==> config.mk <==
export PLATFORM = sky130hd
export DESIGN_NAME = divisor_programavel
export DESIGN_NICKNAME = d
export VERILOG_FILES = /design/src/rtl/divisor_programavel.sv
export SDC_FILE = /design/constraint.sdc
export NUM_CORES = 1
export LEC_CHECK = 0
export CORE_MARGIN = 5
export CORE_UTILIZATION = 48
export CTS_CLUSTER_DIAMETER = 30
export CTS_CLUSTER_SIZE = 8
export DETAILED_ROUTE_END_ITERATION = 6
export PLACE_DENSITY = 0.73
export SLEW_MARGIN = 10
export SYNTH_ARGS = -nofsm -noshare
export SYNTH_HDL_FRONTEND = slang
export SYNTH_SLANG_ARGS = --single-unit
==> constraint.sdc <==
create_clock -name clock -period 4.3 [get_ports clock]
set_input_delay 0.86 -clock clock [delete_from_list [all_inputs] [get_ports clock]]
set_output_delay 0.86 -clock clock [all_outputs]
set_load 0.01 [all_outputs]
==> src/rtl/divisor_programavel.sv <==
// Programmable tick generator: fixed display tick plus a reloadable
// main tick and a 50% square output, all as clock-enable pulses.
module divisor_programavel #(
  parameter int unsigned WIDTH       = 32,
  parameter int unsigned DISPLAY_DIV = 78125,
  parameter int unsigned DEFAULT_DIV = 50000000
) (
  input  logic             clock,
  input  logic             reset,
  input  logic             enable,
  input  logic [WIDTH-1:0] div_value,
  input  logic             div_load,
  output logic             display_tick,
  output logic             tick,
  output logic             clock_out,
  output logic [WIDTH-1:0] count,
  output logic [WIDTH-1:0] div_active,
  output logic             div_pending,
  output logic             div_error
);

  localparam int unsigned DW =
    (DISPLAY_DIV > 1) ? $clog2(DISPLAY_DIV) : 1;
  localparam logic [DW-1:0] DLAST =
    DW'(DISPLAY_DIV - 1);
  localparam logic [WIDTH-1:0] DEF =
    WIDTH'(DEFAULT_DIV);

  logic [DW-1:0]    dcnt;
  logic [WIDTH-1:0] pend_val;
  logic [WIDTH-1:0] last;
  logic             term;
  logic             dterm;
  logic             ld_ok;
  logic             ld_bad;

  // div_active is never zero, so this cannot underflow
  assign last   = div_active - WIDTH'(1);
  assign term   = enable && (count == last);
  assign dterm  = enable && (dcnt == DLAST);
  assign ld_ok  = div_load && (div_value != '0);
  assign ld_bad = div_load && (div_value == '0);

  // Main counter: wrap on the terminal edge, tick and toggle there
  always_ff @(posedge clock or posedge reset) begin
    if (reset) begin
      count     <= '0;
      tick      <= 1'b0;
      clock_out <= 1'b0;
    end else begin
      tick <= term;
      if (enable) begin
        if (term) begin
          count     <= '0;
          clock_out <= ~clock_out;
        end else begin
          count <= count + WIDTH'(1);
        end
      end
    end
  end

  // Display counter: free-running on enable, independent of main
  always_ff @(posedge clock or posedge reset) begin
    if (reset) begin
      dcnt         <= '0;
      display_tick <= 1'b0;
    end else begin
      display_tick <= dterm;
      if (enable) begin
        if (dterm) begin
          dcnt <= '0;
        end else begin
          dcnt <= dcnt + DW'(1);
        end
      end
    end
  end

  // Divisor reload: stage in pending, swap only at a wrap
  always_ff @(posedge clock or posedge reset) begin
    if (reset) begin
      div_active  <= DEF;
      pend_val    <= DEF;
      div_pending <= 1'b0;
      div_error   <= 1'b0;
    end else begin
      div_error <= ld_bad;
      if (term && ld_ok) begin
        div_active  <= div_value;
        div_pending <= 1'b0;
      end else if (term && div_pending) begin
        div_active  <= pend_val;
        div_pending <= 1'b0;
      end else if (ld_ok) begin
        pend_val    <= div_value;
        div_pending <= 1'b1;
      end
    end
  end

endmodule

After elaboration in Yosys (flattened, before gate mapping)
Index checks and enable logic that the tools add are counted.

storage, ports and cells
  flip-flop bits (word level) = 118

cells by class
  $add $sub $neg = 3
  eq/ne operators = 2
  muxes and demuxes = 7
  bitwise logic cells = 3
  reduce and logical (&&, ||, !) cells = 12

operator list
  operator                                                               number
  32-bit two-way mux                                                     3
  32-bit by 1-bit adder with 32-bit output (second input constant)       1
  32-bit == test                                                         1
  32-bit zero test                                                       1
  32-bit nonzero test                                                    1
  32-bit by 1-bit subtractor with 32-bit output (second input constant)  1
  17-bit by 1-bit adder with 17-bit output (second input constant)       1
  17-bit == test (second input constant)                                 1
  17-bit two-way mux                                                     1
  1-bit logical AND                                                      6
  1-bit two-way mux                                                      3
  1-bit NOT                                                              3
  3-bit AND reduction                                                    1
  3-bit nonzero test                                                     1
  2-bit AND reduction                                                    1
  2-bit nonzero test                                                     1

Depth between registers and ports, before layout
Gate-level depths: netlist of the first run.

  depth after elaboration = 6
  mapped depth = 12
  mapped depth without buffers = 10

Worst setup path after synthesis of the first run
OpenSTA, ideal clock, no wires.

  kind = reg-to-reg
  start = reg div_active[0]
  end = reg div_active[0]
  setup time = 0.073 ns
  arrival time = 3.339 ns
  data required time = 4.227 ns
  path slack = 0.888 ns
  cell stages (with the launch flop) = 12
  period minus slack after synthesis = 3.412 ns
  cell sequence = dfrtp_1 inv_1 ha_1 or3b_1 nor4_4 xnor2_1 or4_1 nor4_1 and4b_4 nor4b_4 buf_6 a2bb2oi_2

on the way
  cells in the longest elaborated chain, start to end = 5
  elaborated cells between the ends (all ways) = 7
  classes of those cells = 1 x add/sub; 1 x eq/ne; 1 x mux; 4 x reduce/logical

RTL lines
  element                                                          RTL line  RTL
  start, declared                                                  17        output logic [WIDTH-1:0] div_active,
  start signal, assigned                                           90        div_active <= div_value;
  start signal, assigned                                           93        div_active <= pend_val;
  32-bit by 1-bit subtractor with 32-bit output (*)                38        assign last = div_active - WIDTH'(1);
  32-bit == test (*)                                               39        assign term = enable && (count == last);
  1-bit logical AND (*)                                            39
  1-bit logical AND, on equally long branches                      89, 92
  32-bit two-way mux / 2-bit nonzero test (equally long branches)  --

Every way passes the cells marked *; elsewhere a longest branch is shown, timed or not.
A chain may end at the register's enable or synchronous reset.

Final worst setup path of the first run
  start = reg div_active[0]
  end = reg div_active[30]

Same word-level chain as after synthesis.

==> flow_metrics.env, run 1 <==
export IMPL_cts_repair_resized=0
export IMPL_utilization_pct=62.0
export IMPL_p_int_uw=2380
export IMPL_cts_clk_slew_worst_paths_ns=0.05
export IMPL_p_leak_uw=0.00351
export IMPL_core_area_um2=13800
export IMPL_clk_path_buf_depth=2
export IMPL_viasPerCell=6.03
export IMPL_async_reset_ff_share_pct=100
export IMPL_finalHoldViolCount=0
export IMPL_synth_nets=671
export IMPL_num_rows=43
export IMPL_die_x_um=128
export IMPL_port_buffers=104
export IMPL_syn_area_per_cell_um2=10.6
export IMPL_start_kind="flip-flop"
export IMPL_final_antenna_net_count=0
export IMPL_synth_cells=631
export IMPL_remaining_drc_errors=0
export IMPL_gp_congestion=0.935
export IMPL_fin_crit_sh_pct=90.7
export IMPL_worst_pin_slew_ns=0.806
export IMPL_dp_slack_ns=0.485
export IMPL_fin_nets=774
export IMPL_grt_start_max_net_pins=86
export IMPL_hold_path_class="reg -> reg"
export IMPL_p_total_uw=3180
export IMPL_cts_setup_buffers=0
export IMPL_syn_cell_area_um2=6700
export IMPL_rsz0062_at_grt="no"
export IMPL_rrSetupSlack_ns=0.40
export IMPL_crit_arrival_ns=4.18
export IMPL_ys_seq_area_share_pct=44.5
export IMPL_clkPwrFrac_pct=45.3
export IMPL_power_frac_seq_pct=41.5
export IMPL_outcome="completed"
export IMPL_multi_input_area_um2=3520
export IMPL_htree_levels=4
export IMPL_yosys_warnings=0
export IMPL_initial_core_util_pct=48.6
export IMPL_slew_headroom_pct=45.7
export IMPL_final_seq_area_um2=2980
export IMPL_grt_first_pass_wirelength_mm=29.4
export IMPL_area_delta_synth_final_pct=27.6
export IMPL_period_minus_slack_ns=3.90
export IMPL_clk_latency_ns=0.42
export IMPL_antennaDiodeCount=0
export IMPL_drtIter0Drc=369
export IMPL_hold_buffers=0
export IMPL_synth_edff_count=0
export IMPL_grt_use_total_pct=22.6
export IMPL_ys_ff_latch=118
export IMPL_switching_share_pct=25.1
export IMPL_wire_per_inst_um=19.5
export IMPL_cts_sinks=118
export IMPL_final_setup_viol_count=0
export IMPL_skew_ns=0.00692
export IMPL_final_cell_mix="clkdlybuf4s50_1 (104), dfrtp_1 (94), nor2_1 (57)"
export IMPL_tns_ns=0
export IMPL_fmax_mhz=256
export IMPL_io_pin_count=105
export IMPL_grt_overflow=0
export IMPL_n_fill_cell=1140
export IMPL_netSwitchingPower_uw=798
export IMPL_drive_gt1_share_pct=19.3
export IMPL_die_h_um=128
export IMPL_fin_ws_ns=0.400
export IMPL_numCtsBuffers=17
export IMPL_firstDrtPassIters=5
export IMPL_crit_start="div_active[0]"
export IMPL_maxCapViolations=0
export IMPL_min_delay_start="pend_val[16]"
export IMPL_post_synth_num_cell_types=62
export IMPL_die_area_um2=16400
export IMPL_antenna_found_initial=0
export IMPL_grt_pass1_vias=5629
export IMPL_peakVddDrop_mv=0.296
export IMPL_path_max_fanout=63
export IMPL_comb_power_share_pct=13.2
export IMPL_worstPathRequired_ns=4.58
export IMPL_end_kind="flip-flop"
export IMPL_vias=5594
export IMPL_cts_tree="done"
export IMPL_root_buffer="clkbuf_16"
export IMPL_post_dp_hpwl_mm=13.2
export IMPL_power_density_nw_per_um2=372
export IMPL_maxSlewViolCount=0
export IMPL_final_common_cell="clkdlybuf4s50_1"
export IMPL_finalWirelength_mm=18.1
export IMPL_synth_ff_type="dfrtp_1"
export IMPL_path_class="reg -> reg"
export IMPL_r2r_start="div_active[0]"
[synth_stat cells, drive strengths merged (2+ instances only)]
| library cell | number | share of area (%) |
|---|---|---|
| nor2b | 9 | 0.84 |
| nand2b | 3 | 0.28 |
| nor3b | 3 | 0.34 |
| ha | 4 | 0.75 |
| o22ai | 35 | 3.3 |
| and3b | 2 | 0.26 |
| a31o | 2 | 0.26 |
| o2111ai | 3 | 0.39 |
| clkbuf | 15 | 0.84 |
| or2 | 3 | 0.28 |
| dfrtp | 94 | 35 |
| a31oi | 3 | 0.37 |
| a311oi | 3 | 0.39 |
| and4 | 3 | 0.39 |
| o21a | 3 | 0.34 |
| nor4 | 26 | 2.9 |
| o41ai | 2 | 0.26 |
| or4 | 9 | 1.1 |
| and3 | 8 | 0.75 |
| a2bb2oi | 32 | 7.0 |
| nor2 | 57 | 3.2 |
| xor2 | 37 | 4.8 |
| a21oi | 6 | 0.45 |
| inv | 10 | 0.56 |
| nand3 | 23 | 1.7 |
| or3 | 9 | 0.84 |
| and4b | 2 | 0.35 |
| xnor2 | 41 | 5.4 |
| nand2 | 30 | 1.7 |
| buf | 18 | 1.9 |
| dfstp | 24 | 9.4 |
| nand4 | 26 | 2.4 |
| o21ai | 11 | 0.82 |
| nor3 | 17 | 1.3 |
| nor4b | 6 | 1.1 |
| nand3b | 4 | 0.45 |
| mux2 | 33 | 5.5 |
| o311ai | 2 | 0.26 |
[kinds of logic after synthesis]
kind of cell	count (synthesis)	synth area share [%]
simple gates	243	20.6
xor+xnor	78	10.2
fa+ha+maj	4	0.747
compound gates	112	15.1
buf+inv	43	3.29
mux	33	5.55
flops	118	44.5
[worst paths after layout]
path	to	cells past startpoint
min reg2reg	pend_val[16]	1
max in group asynchronous	div_active[7]	3
max	div_active[30]	11
min in group asynchronous	pend_val[27]	2
min	pend_val[16]	1
max reg2reg	div_active[30]	11
[routing by layer]
metal  up-vias  GRT usage (%)  wire (µm)
li1       2578              -          -
met1      2800           28.8       7840
met2       181           37.6       8980
met3        35           5.42        955
met4         0           8.11        300
met5         -              0          0
[power by group through the flow]
stage               clock network [µW]  logic [µW]  registers [µW]
detailed placement                   0         422            1330
CTS                               1460         424            1310
floorplan                            0         261            1310
global route                      1520         461            1330
finish                            1440         420            1320
global placement                     0         410            1330
[worst max-delay path, stage by stage (launching register included)]
cell       delay (ns)
dfrtp_1          0.45
inv_1            0.09
ha_1             0.20
or3b_1           0.49
nor4_4           0.45
xnor2_1          0.13
or4_1            0.54
nor4_1           0.33
nand3b_1         0.18
nor4b_4          0.41
buf_12           0.35
a2bb2oi_1        0.11
[per-stage QoR]
stage	cells	hold slack (ns)	cell area [µm²]
floorplan	631	0.468	6700
global placement	895	0.486	7940
CTS	927	0.508	8540
global route	927	0.526	8540
finish	927	0.505	8540
detailed placement	895	0.497	7940
[sequential cells by signal, indices dropped and copies added, names as in the netlist]
| name | flops |
|---|---|
| count | 32 |
| div_active | 32 |
| pend_val | 32 |
| dcnt | 17 |
| clock_out | 1 |
| display_tick | 1 |
| div_error | 1 |
| div_pending | 1 |
| tick | 1 |
[layout make-up]
class	count	share of cell area [%]
repair buffers	117	13.8
clock buffers	24	5.64
well taps	180	2.64
inverters	10	0.469
flip-flops and latches	118	34.9
clock inverters	8	1.42
multi-input cells	470	41.2
Note: power is estimated with default switching activity, not from simulation.
==> inputs of run 2 (changes only) <==
SLEW_MARGIN = 5   (was 10)
==> results of run 2 <==
Same layout as run 1: the final DEF is identical, and so are final timing and power.
